`src/rtl/pll_phase_pkg.sv`:
```
`default_nettype none
// +----------------------------------------------------------------------+
// | Module   : pll_phase_pkg                                              |
// | Brief    : Shared types and constants for the PLL phase controller    |
// | Revision : 1.0                                                        |
// +----------------------------------------------------------------------+
package pll_phase_pkg;

    typedef enum logic [2:0] {
        IDLE      = 3'd0,
        CALC      = 3'd1,
        STEP_HI   = 3'd2,
        STEP_LO   = 3'd3,
        WAIT_LOCK = 3'd4,
        DONE      = 3'd5
    } state_t;

    // PHASESEL codes of the EHXPLLL dynamic phase port
    localparam logic [1:0] SEL_CLKOS  = 2'd0;
    localparam logic [1:0] SEL_CLKOS2 = 2'd1;
    localparam logic [1:0] SEL_CLKOS3 = 2'd2;
    localparam logic [1:0] SEL_CLKOP  = 2'd3;

    localparam logic DIR_INC = 1'b0;
    localparam logic DIR_DEC = 1'b1;

endpackage
`default_nettype wire

```
`src/rtl/sync_2ff.sv`:
```
`default_nettype none
// +----------------------------------------------------------------------+
// | Module   : sync_2ff                                                   |
// | Brief    : Two-flop synchroniser for asynchronous level inputs        |
// | Revision : 1.0                                                        |
// +----------------------------------------------------------------------+
module sync_2ff #(
    parameter int WIDTH = 1
) (
    input  logic             clk,
    input  logic             rst_n,
    input  logic [WIDTH-1:0] d,
    output logic [WIDTH-1:0] q
);

    logic [WIDTH-1:0] r_meta;
    logic [WIDTH-1:0] r_sync;

    always_ff @(posedge clk or negedge rst_n) begin
        if (!rst_n) begin
            r_meta <= '0;
            r_sync <= '0;
        end else begin
            r_meta <= d;
            r_sync <= r_meta;
        end
    end

    assign q = r_sync;

endmodule
`default_nettype wire

```
`src/rtl/pll_phase_ctrl.sv`:
```
`default_nettype none
// +----------------------------------------------------------------------+
// | Module   : pll_phase_ctrl                                             |
// | Brief    : Run-time phase stepping controller for EHXPLLL outputs     |
// | Revision : 1.0                                                        |
// +----------------------------------------------------------------------+
module pll_phase_ctrl
    import pll_phase_pkg::*;
#(
    parameter int NUM_CH  = 2,
    parameter int STEPS   = 40,
    parameter int PW      = $clog2(STEPS),
    parameter int STEP_W  = 4,
    parameter int GAP_W   = 4,
    parameter int LOCK_TO = 4096
) (
    input  logic               clk,
    input  logic               rst_n,
    input  logic               req_valid,
    output logic               req_ready,
    input  logic [1:0]         req_ch,
    input  logic [PW-1:0]      req_target,
    output logic               done,
    output logic               err_arg,
    output logic               err_lock,
    output logic               busy,
    output logic [NUM_CH*PW-1:0] cur_phase,
    input  logic               pll_locked,
    output logic [1:0]         phasesel,
    output logic               phasedir,
    output logic               phasestep,
    output logic               phaseloadreg
);

    localparam int c_sg_max  = (STEP_W > GAP_W) ? STEP_W : GAP_W;
    localparam int c_cnt_max = (c_sg_max > LOCK_TO) ? c_sg_max : LOCK_TO;
    localparam int c_cnt_w   = $clog2(c_cnt_max + 1);

    localparam logic [c_cnt_w-1:0] c_step_ld = c_cnt_w'(STEP_W - 1);
    localparam logic [c_cnt_w-1:0] c_gap_ld  = c_cnt_w'(GAP_W - 1);
    localparam logic [c_cnt_w-1:0] c_lock_ld = c_cnt_w'(LOCK_TO - 1);
    localparam logic [c_cnt_w-1:0] c_cnt_one = c_cnt_w'(1);
    localparam logic [PW:0]        c_steps   = (PW+1)'(STEPS);
    localparam logic [PW:0]        c_half    = (PW+1)'(STEPS / 2);
    localparam logic [PW-1:0]      c_ph_max  = PW'(STEPS - 1);
    localparam logic [PW-1:0]      c_ph_one  = PW'(1);
    localparam logic [2:0]         c_num_ch  = 3'(NUM_CH);

    state_t              r_state;
    state_t              w_state_nxt;
    logic [c_cnt_w-1:0]  r_cnt;
    logic [c_cnt_w-1:0]  w_cnt_nxt;
    logic [PW-1:0]       r_n;
    logic [PW-1:0]       w_n_nxt;
    logic [1:0]          r_ch;
    logic                r_dir;
    logic                r_bad;
    logic                r_err_arg;
    logic                r_err_lock;
    logic                r_step;
    logic                w_err_arg_nxt;
    logic                w_err_lock_nxt;
    logic                w_step_en;
    logic                w_lock;
    logic                w_accept;

    logic [PW-1:0]       w_cur_req;
    logic [PW:0]         w_tgt_ext;
    logic [PW:0]         w_cur_ext;
    logic [PW:0]         w_diff;
    logic                w_bad_req;
    logic                w_dir_req;
    logic [PW-1:0]       w_n_req;

    sync_2ff #(
        .WIDTH (1)
    ) u_lock_sync (
        .clk   (clk),
        .rst_n (rst_n),
        .d     (pll_locked),
        .q     (w_lock)
    );

    assign w_accept = req_valid && (r_state == IDLE);

    always_comb begin
        w_cur_req = '0;
        for (int c = 0; c < NUM_CH; c++) begin
            if (req_ch == 2'(c)) begin
                w_cur_req = cur_phase[c*PW +: PW];
            end
        end
    end

    // Shortest-path distance, modulo STEPS; the half-period tie goes to increment
    assign w_tgt_ext = {1'b0, req_target};
    assign w_cur_ext = {1'b0, w_cur_req};
    assign w_diff    = (w_tgt_ext >= w_cur_ext) ? (w_tgt_ext - w_cur_ext)
                                                : (w_tgt_ext + c_steps - w_cur_ext);
    assign w_bad_req = ({1'b0, req_ch} >= c_num_ch) || (w_tgt_ext >= c_steps);
    assign w_dir_req = (w_diff > c_half) ? DIR_DEC : DIR_INC;
    assign w_n_req   = (w_diff > c_half) ? PW'(c_steps - w_diff) : PW'(w_diff);

    always_comb begin
        w_state_nxt    = r_state;
        w_cnt_nxt      = r_cnt;
        w_n_nxt        = r_n;
        w_step_en      = 1'b0;
        w_err_arg_nxt  = 1'b0;
        w_err_lock_nxt = 1'b0;
        case (r_state)
            IDLE: begin
                if (w_accept) begin
                    w_state_nxt = CALC;
                end
            end
            CALC: begin
                if (r_bad) begin
                    w_state_nxt   = DONE;
                    w_err_arg_nxt = 1'b1;
                end else if (r_n == '0) begin
                    w_state_nxt = DONE;
                end else begin
                    w_state_nxt = STEP_HI;
                    w_cnt_nxt   = c_step_ld;
                end
            end
            STEP_HI: begin
                if (r_cnt == '0) begin
                    w_state_nxt = STEP_LO;
                    w_cnt_nxt   = c_gap_ld;
                    w_step_en   = 1'b1;
                    w_n_nxt     = r_n - c_ph_one;
                end else begin
                    w_cnt_nxt = r_cnt - c_cnt_one;
                end
            end
            STEP_LO: begin
                if (r_cnt != '0) begin
                    w_cnt_nxt = r_cnt - c_cnt_one;
                end else if (r_n != '0) begin
                    w_state_nxt = STEP_HI;
                    w_cnt_nxt   = c_step_ld;
                end else begin
                    w_state_nxt = WAIT_LOCK;
                    w_cnt_nxt   = c_lock_ld;
                end
            end
            WAIT_LOCK: begin
                if (w_lock) begin
                    w_state_nxt = DONE;
                end else if (r_cnt == '0) begin
                    w_state_nxt    = DONE;
                    w_err_lock_nxt = 1'b1;
                end else begin
                    w_cnt_nxt = r_cnt - c_cnt_one;
                end
            end
            DONE: begin
                w_state_nxt = IDLE;
            end
            default: begin
                w_state_nxt = IDLE;
            end
        endcase
    end

    always_ff @(posedge clk or negedge rst_n) begin
        if (!rst_n) begin
            r_state    <= IDLE;
            r_cnt      <= '0;
            r_n        <= '0;
            r_ch       <= SEL_CLKOS;
            r_dir      <= DIR_INC;
            r_bad      <= 1'b0;
            r_err_arg  <= 1'b0;
            r_err_lock <= 1'b0;
            r_step     <= 1'b0;
        end else begin
            r_state    <= w_state_nxt;
            r_cnt      <= w_cnt_nxt;
            r_err_arg  <= w_err_arg_nxt;
            r_err_lock <= w_err_lock_nxt;
            r_step     <= (w_state_nxt == STEP_HI);
            // sel/dir are latched at accept so they lead the first strobe
            if (w_accept) begin
                r_ch  <= req_ch;
                r_dir <= w_dir_req;
                r_n   <= w_n_req;
                r_bad <= w_bad_req;
            end else begin
                r_n <= w_n_nxt;
            end
        end
    end

    for (genvar g = 0; g < NUM_CH; g++) begin : g_ch
        logic [PW-1:0] r_ph;

        always_ff @(posedge clk or negedge rst_n) begin
            if (!rst_n) begin
                r_ph <= '0;
            end else if (w_step_en && (r_ch == 2'(g))) begin
                if (r_dir == DIR_INC) begin
                    r_ph <= (r_ph == c_ph_max) ? '0 : r_ph + c_ph_one;
                end else begin
                    r_ph <= (r_ph == '0) ? c_ph_max : r_ph - c_ph_one;
                end
            end
        end

        assign cur_phase[g*PW +: PW] = r_ph;
    end

    assign req_ready    = (r_state == IDLE);
    assign busy         = (r_state != IDLE);
    assign done         = (r_state == DONE);
    assign err_arg      = r_err_arg;
    assign err_lock     = r_err_lock;
    assign phasesel     = r_ch;
    assign phasedir     = r_dir;
    assign phasestep    = r_step;
    assign phaseloadreg = 1'b0;

endmodule
`default_nettype wire

```
`config.mk`:
```
export PLATFORM = sky130hd
export DESIGN_NAME = pll_phase_ctrl
export DESIGN_NICKNAME = d
export VERILOG_FILES = /design/src/rtl/pll_phase_pkg.sv /design/src/rtl/sync_2ff.sv /design/src/rtl/pll_phase_ctrl.sv
export SDC_FILE = /design/constraint.sdc
export NUM_CORES = 1
export LEC_CHECK = 0
export ABC_AREA = 1
export CORE_UTILIZATION = 60
export CTS_CLUSTER_SIZE = 28
export DETAILED_ROUTE_END_ITERATION = 6
export DONT_BUFFER_PORTS = 1
export GPL_TIMING_DRIVEN = 1
export PLACE_DENSITY_LB_ADDON = 0.12
export SYNTH_ARGS = -nofsm -noshare
export SYNTH_HDL_FRONTEND = slang
export SYNTH_HIERARCHICAL = 1
export SYNTH_SLANG_ARGS = --single-unit
export TNS_END_PERCENT = 100
```
`constraint.sdc`:
```
create_clock -name clk -period 3.8 [get_ports clk]
set_input_delay 0.38 -clock clk [delete_from_list [all_inputs] [get_ports clk]]
set_output_delay 0.38 -clock clk [all_outputs]
set_load 0.01 [all_outputs]
```
-- Word level (Yosys, flattened, before mapping)
Cells that the tools add are included.
- register bits after elaboration: 43
- bits of input ports: 12
- $add $sub $neg: 10
- $lt $le $gt $ge: 4
- equality and inequality tests: 14
- muxes and demuxes: 37
- reductions and logical operators: 19
- operators by type and width (operator ; count):
    $mux W13 ; 6
    $mux W6 ; 12
    $pmux W13 S4 ; 1
    $mux W3 ; 8
    $logic_not A6 Y1 ; 3
    $sub A6 B1 Y6 const B ; 3
    $pmux W3 S5 ; 1
    $logic_not A13 Y1 ; 1
    $reduce_bool A13 Y1 ; 1
    $sub A13 B1 Y13 const B ; 1
    $add A6 B1 Y6 const B ; 2
    $eq A6 B6 Y1 const B ; 2
    $mux W12 ; 1
    $eq A3 B2 Y1 const B ; 3
    $ne A2 B2 Y1 const B ; 4
    $add A6 B6 Y7 const B ; 1
    $gt A7 B5 Y1 const B ; 1
    $mux W1 ; 7
    $mux W7 ; 1
    $sub A6 B6 Y7 ; 1
    $sub A7 B6 Y7 ; 1
    $eq A3 B3 Y1 const B ; 2
    $ge A6 B6 Y1 ; 1
    $ge A6 B6 Y1 const B ; 1
    other kinds (14) ; 19

-- Logic depth before layout (Yosys ltp)
- depth in word-level cells: 8
- gate-level depth with buffers: 21
- mapped depth without buffers: 21

-- Hierarchy
The synthesis kept the hierarchy.
- modules (own cells, without submodules) (module ; times used ; cells each ; area an instance (sq um) ; seq. area each (sq um)):
    pll_phase_ctrl ; 1 ; 492 ; 3588.4 ; 1026.0
    sync_2ff ; 1 ; 2 ; 50.0 ; 50.0

-- Worst setup path after synthesis
OpenSTA, ideal clock, no wires.
- path kind: register to register
- from: reg g_ch[1].r_ph[3]
- to: reg r_n[2]
- library setup time: 124 ps
- arrival time: 2569 ps
- slack: 1107 ps
- stages on the path, launching flop included: 20
- path buffers: 1
- cells stage by stage: dfrtp_1 clkbuf_1 inv_1 o22ai_1 ha_1 inv_1 ha_1 nand2_1 nand2_1 a31oi_1 xnor2_1 nor2_1 inv_1 nand2_2 nand2_2 nand2_4 nand2_1 nand2_1 nand2_1 a21oi_2
- longest elaborated chain between the ends: 6
- RTL lines (element ; line ; text):
    from (decl) ; pll_phase_ctrl.sv:198 ; logic [PW-1:0] r_ph;
    from (signal assigned) ; pll_phase_ctrl.sv:205 ; r_ph <= (r_ph == c_ph_max) ? '0 : r_ph + c_ph_one;
    from (signal assigned) ; pll_phase_ctrl.sv:207 ; r_ph <= (r_ph == '0) ? c_ph_max : r_ph - c_ph_one;
    $mux W6 * ; pll_phase_ctrl.sv:89 ; if (req_ch == 2'(c)) begin
    $sub A7 B6 Y7 (tied with other cells) ; pll_phase_ctrl.sv:99 ; : (w_tgt_ext + c_steps - w_cur_ext);
    $mux W7 * ; pll_phase_ctrl.sv:98 ; assign w_diff = (w_tgt_ext >= w_cur_ext) ? (w_tgt_ext - w_cur_ext)
    $gt A7 B5 Y1 or $sub A6 B6 Y6 (tied branches) ; pll_phase_ctrl.sv:102 ; assign w_n_req = (w_diff > c_half) ? PW'(c_steps - w_diff) : PW'(w_diff);
    $mux W6 * ; pll_phase_ctrl.sv:102 ;
    $mux W6 * ; pll_phase_ctrl.sv:186 ; if (w_accept) begin
    to (signal assigned) ; pll_phase_ctrl.sv:189 ; r_n <= w_n_req;
    to (signal assigned) ; pll_phase_ctrl.sv:192 ; r_n <= w_n_nxt;
    to (decl) ; pll_phase_ctrl.sv:53 ; logic [PW-1:0] r_n;
Mark *: on every way between the ends. The rest lies on a longest branch, timed or not.
A chain may end at the register's enable or synchronous reset.

-- Worst setup path after layout
- from: reg g_ch[0].r_ph[0]
- to: reg r_n[3]
- longest elaborated chain between the ends: 7
- RTL lines (element ; line):
    from (decl) ; pll_phase_ctrl.sv:198
    from (signal assigned) ; pll_phase_ctrl.sv:205
    from (signal assigned) ; pll_phase_ctrl.sv:207
    $mux W6 * (2 in series) ; pll_phase_ctrl.sv:89
    $sub A7 B6 Y7 (tied with other cells) ; pll_phase_ctrl.sv:99
    $mux W7 * ; pll_phase_ctrl.sv:98
    $sub A6 B6 Y6 or $gt A7 B5 Y1 (tied branches) ; pll_phase_ctrl.sv:102
    $mux W6 * ; pll_phase_ctrl.sv:102
    $mux W6 * ; pll_phase_ctrl.sv:186
Marks and branches as above.

==> flow_summary_export.csv <==
group,metric,value,unit
timing,max_freq,0.325,GHz
run,max_cap_violations,0,
clock_network,cts_inserted_buffers,5,
floorplan,initial_core_util,64.1,%
timing,hold_violations,0,
synth,synth_nets,530,
route,drt_wl_total,8340,µm
clock_network,cts_tree,"built",
timing,maxSlewHeadroom,62.1,%
placed_design,dp_cells,557,
timing,fin_crit_sh,80.9,%
hold_path,hold_class,"primary input to register",
critical_path,critPathRequiredTime,4.00,ns
global_route,grt_pass1_wl,14100,µm
pwr,pwr_density_cell,446,mW/mm²
critical_path,worstPathArrival,3.27,ns
clock_network,clkSinkCount,43,
route,ant_nets,0,
route,drt_iter0_markers,237,
route,via_per_inst,5.74,
placed_design,place_ws,0.754,ns
clock_network,cts_buffer_depth,2,
pwr,p_leak,1.89,nW
floorplan,die_area,0.00638,mm²
route,wl_per_cell,14.7,µm
clock_network,clk_pin_slew,0.09,ns
finish,fin_cells,567,
clock_network,h-tree-depth,2,
placed_design,portBuffers,0,
finish,num_antenna_cells,0,
timing,fin_skew,0.0111,ns
synth,syn_avg_cell_area,7.37,µm²
timing,rsz0062_at_grt,"false",
finish,drive_above_1_share,9.09,%
critical_path,worst-path-max-fanout,6,
finish,areaGrowthSynthToFinish,4.50,%
synth,synth_ff_type,"dfrtp_1",
timing,hold_ws,0.0994,ns
finish,stdcell_area,0.00380,mm²
clock_network,cts_root_buf,"clkbuf_8",
floorplan,num_rows,27,
global_route,antenna_found_initial,0,
timing,worst_pin_slew,0.568,ns
placed_design,placed_area,0.00368,mm²
placed_design,dp_hpwl,6440,µm
placed_design,gp_congestion,0.917,
finish,nNetsFinal,530,
route,drcViolationCount,0,
timing,setup_tns,0,ns
run_status,status,"finished, final reports clean",
synth,synthArstFlopShare,100,%
critical_path,start_kind,"register",
timing,setup_viol_count_final,0,
synth,ys_seq_elements,43,
synth,synthesis.area,0.00364,mm²
finish,num-fill-cells,520,
clock_network,clk_latency,0.31,ns
route,drt_pass1_iterations,5,
synth,ys_types,50,
timing,fin_ws,0.727,ns
pwr,peakVddDrop,0.222,mV
synth,yosys_warnings,6,
clock_network,cts_resized,0,
synth,synth_seq_area_share,29.6,%
global_route,grt_max_degree,44,
timing,slew_viol_final,0,
synth,synth_edf_count,0,
critical_path,crit_type,"register to register",
route,vias,3253,
floorplan,die_y,79.9,µm
floorplan,coreArea,0.00568,mm²
global_route,grt_usage,28.3,%
global_route,grt_pass1_vias,3121,
floorplan,die_w,79.9,µm
floorplan,io_pins,34,
global_route,grt.overflow.total,0,
critical_path,end_kind,"register",
timing,min_period,3.07,ns
synth,synth_cells,494,
==> cells in the final DEF, fill, tap and decap left out, types with 6 or more instances in the layout <==
cell type	instances
nand2_2	9
o211ai_1	10
nand3_1	34
nor2_1	44
o21ai_0	23
dfrtp_1	43
nand2_1	90
a21oi_1	16
nand3b_1	6
o22ai_1	7
ha_1	21
xor2_1	21
nor3_1	12
inv_1	83
==> power breakdown <==
part	switching (mW)	internal (mW)	total [mW]
Combinational	0.477	0.240	0.716
Clock	0.166	0.129	0.295
Sequential	0.131	0.552	0.684
Total	0.775	0.920	1.70
==> stage by stage <==
step	util [%]	total power, mW
final	67.0	1.70
after global routing	67.0	1.84
after CTS	67.0	1.70
after detailed placement	64.8	1.39
after global placement	64.8	1.36
after floorplan	-	1.23
==> area by class of cell <==
cell class                 instances  area, µm²  area share (%)
tap                               72       90.1            2.37
clock buffer                       6       72.6            1.91
timing repair buffer               2       37.5           0.987
sequential                        43       1080            28.3
clock inverter                     2       12.5           0.329
inverter                          87        327            8.59
multi-input combinational        355       2190            57.5
==> synth_stat cells, types with 9 or more instances <==
cell | number | area (µm²)
dfrtp_1 | 43 | 1080
xor2_1 | 21 | 184
o21ai_0 | 23 | 115
nor3_1 | 12 | 60.1
o211ai_1 | 10 | 75.1
nand2_2 | 9 | 56.3
nand3_1 | 34 | 170
nand2_1 | 90 | 338
a21oi_1 | 16 | 80.1
inv_1 | 83 | 312
ha_1 | 21 | 263
nor2_1 | 44 | 165
==> worst paths after layout <==
path,from,endpoint,slack (ns),cells past startpoint
setup / recovery,g_ch[0].r_ph[0],r_n[3],0.73,18
hold / removal,pll_locked,u_lock_sync/r_meta,0.1,0
setup reg to reg,g_ch[0].r_ph[0],r_n[3],0.73,18
hold reg to reg,u_lock_sync/r_meta,u_lock_sync/q,0.36,0
max in group asynchronous,rst_n,r_cnt[4],3.01,2
min in group asynchronous,rst_n,g_ch[0].r_ph[4],0.59,2
==> state kept, by name, summed over array words and instances, names as in the netlist, 2 cells and up <==
signal / flops
r_cnt: 13
r_n: 6
g_ch.r_ph: 12
r_state: 3
phasesel: 2
==> cells by family after synthesis <==
family                   Yosys count  synth area share [%]
flip-flops                        43                  29.6
AND/OR/NAND/NOR                  222                  30.1
buffers and inverters             96                  10.3
AO/OA/AOI/OAI                     82                  14.8
other                              1                 0.103
adder cells (fa/ha/maj)           24                  8.87
XOR/XNOR                          26                  6.26
==> routing by layer <==
| metal | share of wire, % | routed length (µm) | vias to the layer above | global-route usage (%) |
|---|---|---|---|---|
| li1 | - | - | 1610 | - |
| met1 | 47 | 3960 | 1554 | 37.8 |
| met2 | 47 | 3890 | 81 | 46.8 |
| met3 | 4.7 | 390 | 8 | 4.91 |
| met4 | 1.2 | 102 | 0 | 8.04 |
| met5 | 0 | 0 | - | 0 |
==> critical path: stages, from the launching register on <==
cell	delay, ns
dfrtp_1	0.48
inv_1	0.22
o22ai_1	0.17
ha_1	0.21
inv_1	0.10
ha_1	0.21
inv_1	0.07
fa_1	0.40
o211ai_1	0.19
nand2_1	0.10
xor2_1	0.16
nand3_1	0.10
nand2_2	0.10
nor2_4	0.17
nand2_4	0.08
nand2_1	0.06
nand2_1	0.04
nand2_1	0.07
a21oi_2	0.06
==> timing repair <==
action | CTS | global route
hold buffers | 2 | 0
buffers inserted | 0 | 0
hold endpoints to repair | 43 | 0
Note: power is estimated with default switching activity, not from simulation.
